$ cat src/rtl/led_frame_ram_pkg.sv
// Shared system state codes, clock constant and stroke FSM encoding for the
// LED frame RAM and its neighbours.
package led_frame_ram_pkg;

  localparam logic [3:0] SYS_IDLE  = 4'h0;
  localparam logic [3:0] SYS_VIEW  = 4'h1;
  localparam logic [3:0] SYS_DRAW  = 4'h2;
  localparam logic [3:0] SYS_ERASE = 4'h3;
  localparam logic [3:0] SYS_SCAN  = 4'h4;

  localparam int CLOCK_FREQ = 50_000_000;

  typedef enum logic [1:0] {
    S_IDLE    = 2'd0,
    S_COLLECT = 2'd1,
    S_COMMIT  = 2'd2
  } stroke_e;

endpackage

$ cat src/rtl/led_frame_ram_onehot_decode.sv
// One-hot to binary decoder; valid is high only when exactly one bit is set.
module onehot_decode #(
  parameter int N = 8,
  localparam int W = $clog2(N)
) (
  input  logic [N-1:0] oh,
  output logic [W-1:0] bin,
  output logic         valid
);

  always_comb begin
    bin = '0;
    for (int i = 0; i < N; i++) begin
      if (oh[i]) bin = bin | W'(i);
    end
  end

  assign valid = (oh != '0) && ((oh & (oh - 1'b1)) == '0);

endmodule

$ cat src/rtl/led_frame_ram.sv
// ROWS x COLS pixel frame store with pen stroke buffering, bulk clear and a
// registered scan read port.
//
// state     | meaning
// ----------+-----------------------------------------------------------
// S_IDLE    | no stroke buffered
// S_COLLECT | hits on row_buf accumulate in mask; timer counts idle cycles
// S_COMMIT  | write data_buf to every masked column of row_buf this cycle
module led_frame_ram
  import led_frame_ram_pkg::*;
#(
  parameter int ROWS    = 8,
  parameter int COLS    = 8,
  parameter int DW      = 4,
  parameter int TIMEOUT = CLOCK_FREQ,
  localparam int RW     = $clog2(ROWS),
  localparam int CW     = $clog2(COLS)
) (
  input  logic            clk,
  input  logic            rst_n,
  input  logic [3:0]      state,
  input  logic [DW-1:0]   data,
  input  logic [ROWS-1:0] addr_row,
  input  logic [COLS-1:0] addr_col,
  input  logic            we,
  input  logic            clr,
  input  logic [RW-1:0]   rd_row,
  input  logic [CW-1:0]   rd_col,
  output logic [DW-1:0]   rd_data,
  output logic [RW-1:0]   last_row,
  output logic [CW-1:0]   last_col,
  output logic            busy,
  output logic            addr_err
);

  localparam int N  = ROWS * COLS;
  localparam int AW = RW + CW;
  localparam int TW = $clog2(TIMEOUT);

  logic [DW-1:0]   ram [N];

  logic            we_d;
  logic [3:0]      state_q;
  stroke_e         fsm, fsm_nxt;
  logic [RW-1:0]   row_buf, row_buf_nxt;
  logic [DW-1:0]   data_buf, data_buf_nxt;
  logic [COLS-1:0] mask, mask_nxt;
  logic [TW-1:0]   timer, timer_nxt;
  logic [AW-1:0]   clr_cnt;

  logic [RW-1:0]   row_bin;
  logic [CW-1:0]   col_bin;
  logic            row_ok, col_ok;
  logic            draw, state_chg, rise, fall, act_edge, addr_ok;
  logic            hit, nd_wr, stroke_wr, addr_err_nxt;
  logic [CW-1:0]   hi_col;

  onehot_decode #(.N(ROWS)) u_row_dec (.oh(addr_row), .bin(row_bin), .valid(row_ok));
  onehot_decode #(.N(COLS)) u_col_dec (.oh(addr_col), .bin(col_bin), .valid(col_ok));

  assign draw         = (state == SYS_DRAW);
  assign state_chg    = (state != state_q);
  assign rise         = we & ~we_d;
  assign fall         = ~we & we_d;
  assign act_edge     = draw ? rise : fall;
  assign addr_ok      = row_ok & col_ok;
  assign hit          = draw & rise & ~busy & addr_ok & ~state_chg;
  assign nd_wr        = ~draw & fall & ~busy & addr_ok & ~state_chg;
  assign addr_err_nxt = act_edge & ~busy & ~addr_ok;

  always_comb begin
    hi_col = '0;
    for (int c = 0; c < COLS; c++) begin
      if (mask[c]) hi_col = CW'(c);
    end
  end

  always_comb begin
    fsm_nxt      = fsm;
    row_buf_nxt  = row_buf;
    data_buf_nxt = data_buf;
    mask_nxt     = mask;
    timer_nxt    = timer;
    stroke_wr    = 1'b0;
    if (busy || state_chg || !draw) begin
      fsm_nxt   = S_IDLE;
      mask_nxt  = '0;
      timer_nxt = '0;
    end else begin
      case (fsm)
        S_IDLE: begin
          if (hit) begin
            fsm_nxt      = S_COLLECT;
            row_buf_nxt  = row_bin;
            data_buf_nxt = data;
            mask_nxt     = addr_col;
            timer_nxt    = '0;
          end
        end
        S_COLLECT: begin
          if (hit && row_bin == row_buf) begin
            mask_nxt  = mask | addr_col;
            timer_nxt = '0;
            if (&(mask | addr_col)) fsm_nxt = S_COMMIT;
          end else if (hit) begin
            // hit on another row flushes the old stroke in the same cycle
            stroke_wr    = 1'b1;
            row_buf_nxt  = row_bin;
            data_buf_nxt = data;
            mask_nxt     = addr_col;
            timer_nxt    = '0;
          end else if (timer == TW'(TIMEOUT - 1)) begin
            fsm_nxt = S_COMMIT;
          end else begin
            timer_nxt = timer + 1'b1;
          end
        end
        S_COMMIT: begin
          stroke_wr = 1'b1;
          fsm_nxt   = S_IDLE;
          mask_nxt  = '0;
          if (hit) begin
            fsm_nxt      = S_COLLECT;
            row_buf_nxt  = row_bin;
            data_buf_nxt = data;
            mask_nxt     = addr_col;
            timer_nxt    = '0;
          end
        end
        default: begin
          fsm_nxt  = S_IDLE;
          mask_nxt = '0;
        end
      endcase
    end
  end

  always_ff @(posedge clk or negedge rst_n) begin
    if (!rst_n) begin
      we_d     <= 1'b0;
      state_q  <= SYS_IDLE;
      fsm      <= S_IDLE;
      row_buf  <= '0;
      data_buf <= '0;
      mask     <= '0;
      timer    <= '0;
      busy     <= 1'b0;
      clr_cnt  <= '0;
      addr_err <= 1'b0;
      last_row <= '0;
      last_col <= '0;
      rd_data  <= '0;
    end else begin
      we_d     <= we;
      state_q  <= state;
      fsm      <= fsm_nxt;
      row_buf  <= row_buf_nxt;
      data_buf <= data_buf_nxt;
      mask     <= mask_nxt;
      timer    <= timer_nxt;
      addr_err <= addr_err_nxt;
      rd_data  <= ram[{rd_row, rd_col}];

      if (busy) begin
        if (clr_cnt == AW'(N - 1)) busy <= 1'b0;
        else                       clr_cnt <= clr_cnt + 1'b1;
      end else if (clr) begin
        busy    <= 1'b1;
        clr_cnt <= '0;
      end

      if (state_chg) begin
        last_row <= '0;
        last_col <= '0;
      end else if (nd_wr) begin
        last_row <= row_bin;
        last_col <= col_bin;
      end else if (stroke_wr) begin
        last_row <= row_buf;
        last_col <= hi_col;
      end
    end
  end

  // frame contents survive reset; only the clear engine zeroes them
  always_ff @(posedge clk) begin
    if (busy) begin
      ram[clr_cnt] <= '0;
    end else if (nd_wr) begin
      ram[{row_bin, col_bin}] <= data;
    end else if (stroke_wr) begin
      for (int c = 0; c < COLS; c++) begin
        if (mask[c]) ram[{row_buf, CW'(c)}] <= data_buf;
      end
    end
  end

endmodule

$ cat config.mk
export PLATFORM = sky130hd
export DESIGN_NAME = led_frame_ram
export DESIGN_NICKNAME = d
export VERILOG_FILES = /design/src/rtl/led_frame_ram_pkg.sv /design/src/rtl/led_frame_ram_onehot_decode.sv /design/src/rtl/led_frame_ram.sv
export SDC_FILE = /design/constraint.sdc
export NUM_CORES = 1
export LEC_CHECK = 0
export ABC_AREA = 1
export CORE_ASPECT_RATIO = 1.1
export CORE_MARGIN = 2
export CORE_UTILIZATION = 54
export DETAILED_ROUTE_END_ITERATION = 8
export PLACE_DENSITY = 0.71
export SLEW_MARGIN = 20
export SYNTH_ARGS = -nofsm -noshare
export SYNTH_HDL_FRONTEND = slang
export SYNTH_SLANG_ARGS = --single-unit
$ cat constraint.sdc
create_clock -name clk -period 4.8 [get_ports clk]
set_clock_uncertainty 0.05 [all_clocks]
set_input_delay 0.72 -clock clk [delete_from_list [all_inputs] [get_ports clk]]
set_output_delay 0.72 -clock clk [all_outputs]
set_load 0.02 [all_outputs]
==> summary.md <==
| Metric | Value |
|---|---|
| DRC Markers | `0` |
| Detail Placement HPWL | `~33000 um` |
| Post-synthesis sequential area ratio | `0.525` |
| Multi-input gate area | `roughly 7300 um^2` |
| Post-synth ARST share | `0.205` |
| Setup WS post-layout | `1.00 ns` |
| Critical path capture point type | `register` |
| IO buf count | `between 40 and 50` |
| Syn Area/Cell | `8.98 um^2` |
| Layout fillers | `2735` |
| Post-synth top area cell | `edfxtp_1` |
| Via count | `15.5k` |
| Wire length per cell | `approximately 23 um` |
| Initial Util | `0.549` |
| Post-synthesis cell type count | `46` |
| Metal3 WL | `6160 um` |
| Finished Layout Cells | `approximately 2.4k` |
| Power Dens Cells | `between 300 and 400 nW/um^2` |
| GP Congestion | `~0.92` |
| Worst hold path class | `input pin to asynchronous set/reset pin` |
| Grt ovf | `0` |
| Crit Path Category | `input pin to register` |
| Setup TNS | `0 ns` |
| Routed WL | `around 54000 um` |
| Io pins | `46` |
| ANT cells | `0` |
| CTS H-tree lvls | `2` |
| Max FO, Critical Path | `17` |
| Largest net degree at the start of global routing | `between 90 and 100` |
| Wl on met1 | `20000 um` |
| Root buffer cell | `clkbuf_16` |
| First-pass GRT wire length | `roughly 84000 um` |
| TritonCTS Buffers | `34` |
| Tcrit/Tclk final | `0.792` |
| Met2 WL | `between 20000 and 30000 um` |
| Rel. slew slack | `0.245` |
| Max_cap viols | `0` |
| First-pass iteration count of the detailed router | `7` |
| Post-Syn Area | `roughly 18000 um^2` |
| Gr usage total | `0.316` |
| Top cell type's share of synthesized area | `0.432` |
| Setup crit start kind | `input pin` |
| FF/Latch Area | `between 9000 and 10000 um^2` |
| Synth top area cells | `edfxtp_1 43%, o21ai_0 11%, dfrtp_1 9.3%, nand2_1 6.7%, nor2_1 4.7%` |
| FP Rows | `slightly below 70` |
| Highest metal used | `met4` |
| Crit-path cells | `clkdlybuf4s50_1, nor2_4, nand2_2, nand2_1, nand2_1, clkinv_1, nand2_1, nor2_1, nand4_4, nand2_1, nand3_1, buf_4, o21ai_0` |
| Cells after Synth | `slightly below 2k` |
| Worst-case reg-to-reg path depth | `9` |
| CP top delay family | `simple AND/OR/NAND/NOR gates` |
| Post-layout minimum cycle time | `3.80 ns` |
| Placed cell count | `about 2.3k` |
| Cell repeated most along the worst path | `nand2_1` |
| Worst slack at placement | `0.544 ns` |
| Final number of setup-violating endpoints | `0` |
| Stages on the worst setup path | `13` |
| CORE AREA | `about 32000 um^2` |
| Initial DRC Count | `between 2k and 2.5k` |
| CTS sink cnt | `between 300 and 400` |
| Bufs and invs on worst path | `3` |
| Cts hold-fix bufs | `0` |
| Die area | `34400 um^2` |
| Peak supply drop | `~0.24 mV` |
| CP Data Required Time | `just under 5 ns` |
| Unrepaired setup endpoints after global routing | `false` |
| Die Wd | `177 um` |
| EDFF count, synth | `approximately 260` |
| Share of cells above drive strength 1 | `0.0937` |
| CP max stage cell | `clkdlybuf4s50_1` |
| Worst slew pin tran | `about 1.1 ns` |
| Final Hold Vio Count | `0` |
| Fmax | `between 0.2 and 0.3 GHz` |
| Clock transition at the registers of the reported paths | `0.06 ns` |
| # resized after CTS | `0` |
| Nets | `1981` |
| Max-slew violation count | `0` |
| Synth warnings | `0` |
| Critical Path AT | `around 3.9 ns` |
| Vias per cell | `roughly 6.5` |
| Primary FF master, synth | `edfxtp_1` |
| Synth Register Bits | `322` |
| Synth Net Count | `about 2.0k` |
| CTS tree | `done` |
| Initial antenna violation count | `0` |
| Die Y | `roughly 200 um` |
| Status | `finished, final reports clean` |
| Area Growth Syn to Fin | `9.87%` |
| Vias in the first global route | `between 10k and 15k` |
| Routed Antenna Nets | `0` |
| Post-CTS Setup Repair Bufs | `0` |
| Largest stage delay, worst path | `0.57 ns` |
| Worst skew pair latency | `about 0.52 ns` |
| Lkg Pwr | `between 8 and 9 nW` |
| Clock Tree Buf Depth | `3` |
-- path summary, 6_finish.rpt --
| check | startpoint | endpoint | slack (ns) |
|---|---|---|---|
| worst max register to register | state_q[2]$_DFF_PN0_ | ram[39][1]$_DFFE_PP_ | 1.54 |
| min in group clk | last_row[2]$_DFFE_PN0P_ | last_row[2]$_DFFE_PN0P_ | 0.44 |
| max in group asynchronous | rst_n | rd_data[2]$_DFF_PN0_ | 3.80 |
| worst max-delay path | addr_col[0] | ram[39][1]$_DFFE_PP_ | 1.00 |
| worst min register to register | last_row[2]$_DFFE_PN0P_ | last_row[2]$_DFFE_PN0P_ | 0.44 |
| worst min-delay path | rst_n | timer[13]$_DFFE_PN0P_ | 0.29 |
-- Yosys cell counts (2+ instances only) --
master    count
edfxtp_1    256
nand2_4       2
or2_2         3
inv_1       118
buf_1        11
nand4_1     124
o221ai_1     10
clkbuf_1    122
nand2_1     316
o21ai_1      20
o21ai_0     376
a21oi_1      35
o21ai_2       5
o22ai_1      73
nor3_2        2
nand3_1      64
xor2_1        8
buf_4         5
buf_6        14
nand4_4      31
a31oi_1       3
nor3_1       21
nor4_1        4
clkinv_1      2
nor2_2        7
ha_1          7
dfrtp_1      66
nand2_2       7
buf_2        10
nor2_1      224
nand3b_1      2
inv_2         8
o211ai_1     10
nor2_4        2
-- stage by stage --
step,utilization,cell area (um^2),hold slack [ns],power (mW)
after floorplan,-,17800,0.374,3.78
after global placement,0.570,18500,0.417,4.14
after detailed placement,0.570,18500,0.418,4.16
after CTS,0.603,19500,0.314,6.71
after global routing,0.603,19500,0.358,6.92
final,0.603,19500,0.291,6.73
-- area by class of cell --
| class | count | area share |
|---|---|---|
| Clock buffer | 49 | 0.0512 |
| Clock inverter | 10 | 0.00410 |
| Inverter | 128 | 0.0247 |
| Sequential cell | 322 | 0.478 |
| Timing Repair Buffer | 86 | 0.0409 |
| Tap cell | 426 | 0.0273 |
| Multi-Input combinational cell | 1368 | 0.374 |
-- per-layer routing --
layer	vias up	track usage
met1	7296	0.413
met4	0	0.162
met5	-	0
met2	1028	0.504
li1	6980	-
met3	183	0.0559
-- worst register-to-register path, delay by kind of cell (launching register included) --
family	cells	cell delay [ns]
DFF	1	0.37
AOI/OAI and AO/OA	1	0.47
xor gates and xnor gates	1	0.14
and+or+nand+nor	5	1.36
buffers and inverters	2	0.51
-- sequential cells by signal, summed over array words and instances (netlist names), 3 cells and up --
signal and cells:
ram 256, timer 26, mask 8, clr_cnt 6, data_buf 4, rd_data 4, state_q 4, last_col 3
last_row 3, row_buf 3
-- placed cells by master, fill, tap and decap left out, drive strengths merged, types with 7 or more instances in the layout --
master	count
nor3	23
ha	7
o221ai	10
inv	125
o21ai	401
nand2	325
nand3	65
nor2	234
xor2	8
clkbuf	49
buf	44
o22ai	73
a21oi	36
edfxtp	256
nand4	155
clkdlybuf4s50	42
o211ai	10
dfrtp	66
clkinv	12
-- power by group --
part / leakage [nW] / switching, mW / total [mW] / internal (mW)
sequential: 3.52 / 0.0539 / 3.18 / 3.13
combinational: 4.21 / 0.710 / 0.956 / 0.246
clock: 0.533 / 1.09 / 2.60 / 1.50
total: 8.26 / 1.85 / 6.73 / 4.88
-- cell families (layout without fill, tap and decap cells) --
kind of cell / after synthesis / after routing / share of synthesized area
AND/OR/NAND/NOR: 814 / 814 / 0.233
AO/OA/AOI/OAI: 538 / 538 / 0.163
flip-flops: 322 / 322 / 0.525
buffers and inverters: 290 / 273 / 0.0689
XOR/XNOR: 9 / 9 / 0.00443
adder cells (fa/ha/maj): 7 / 7 / 0.00493
(Power assumes the default switching activity.)
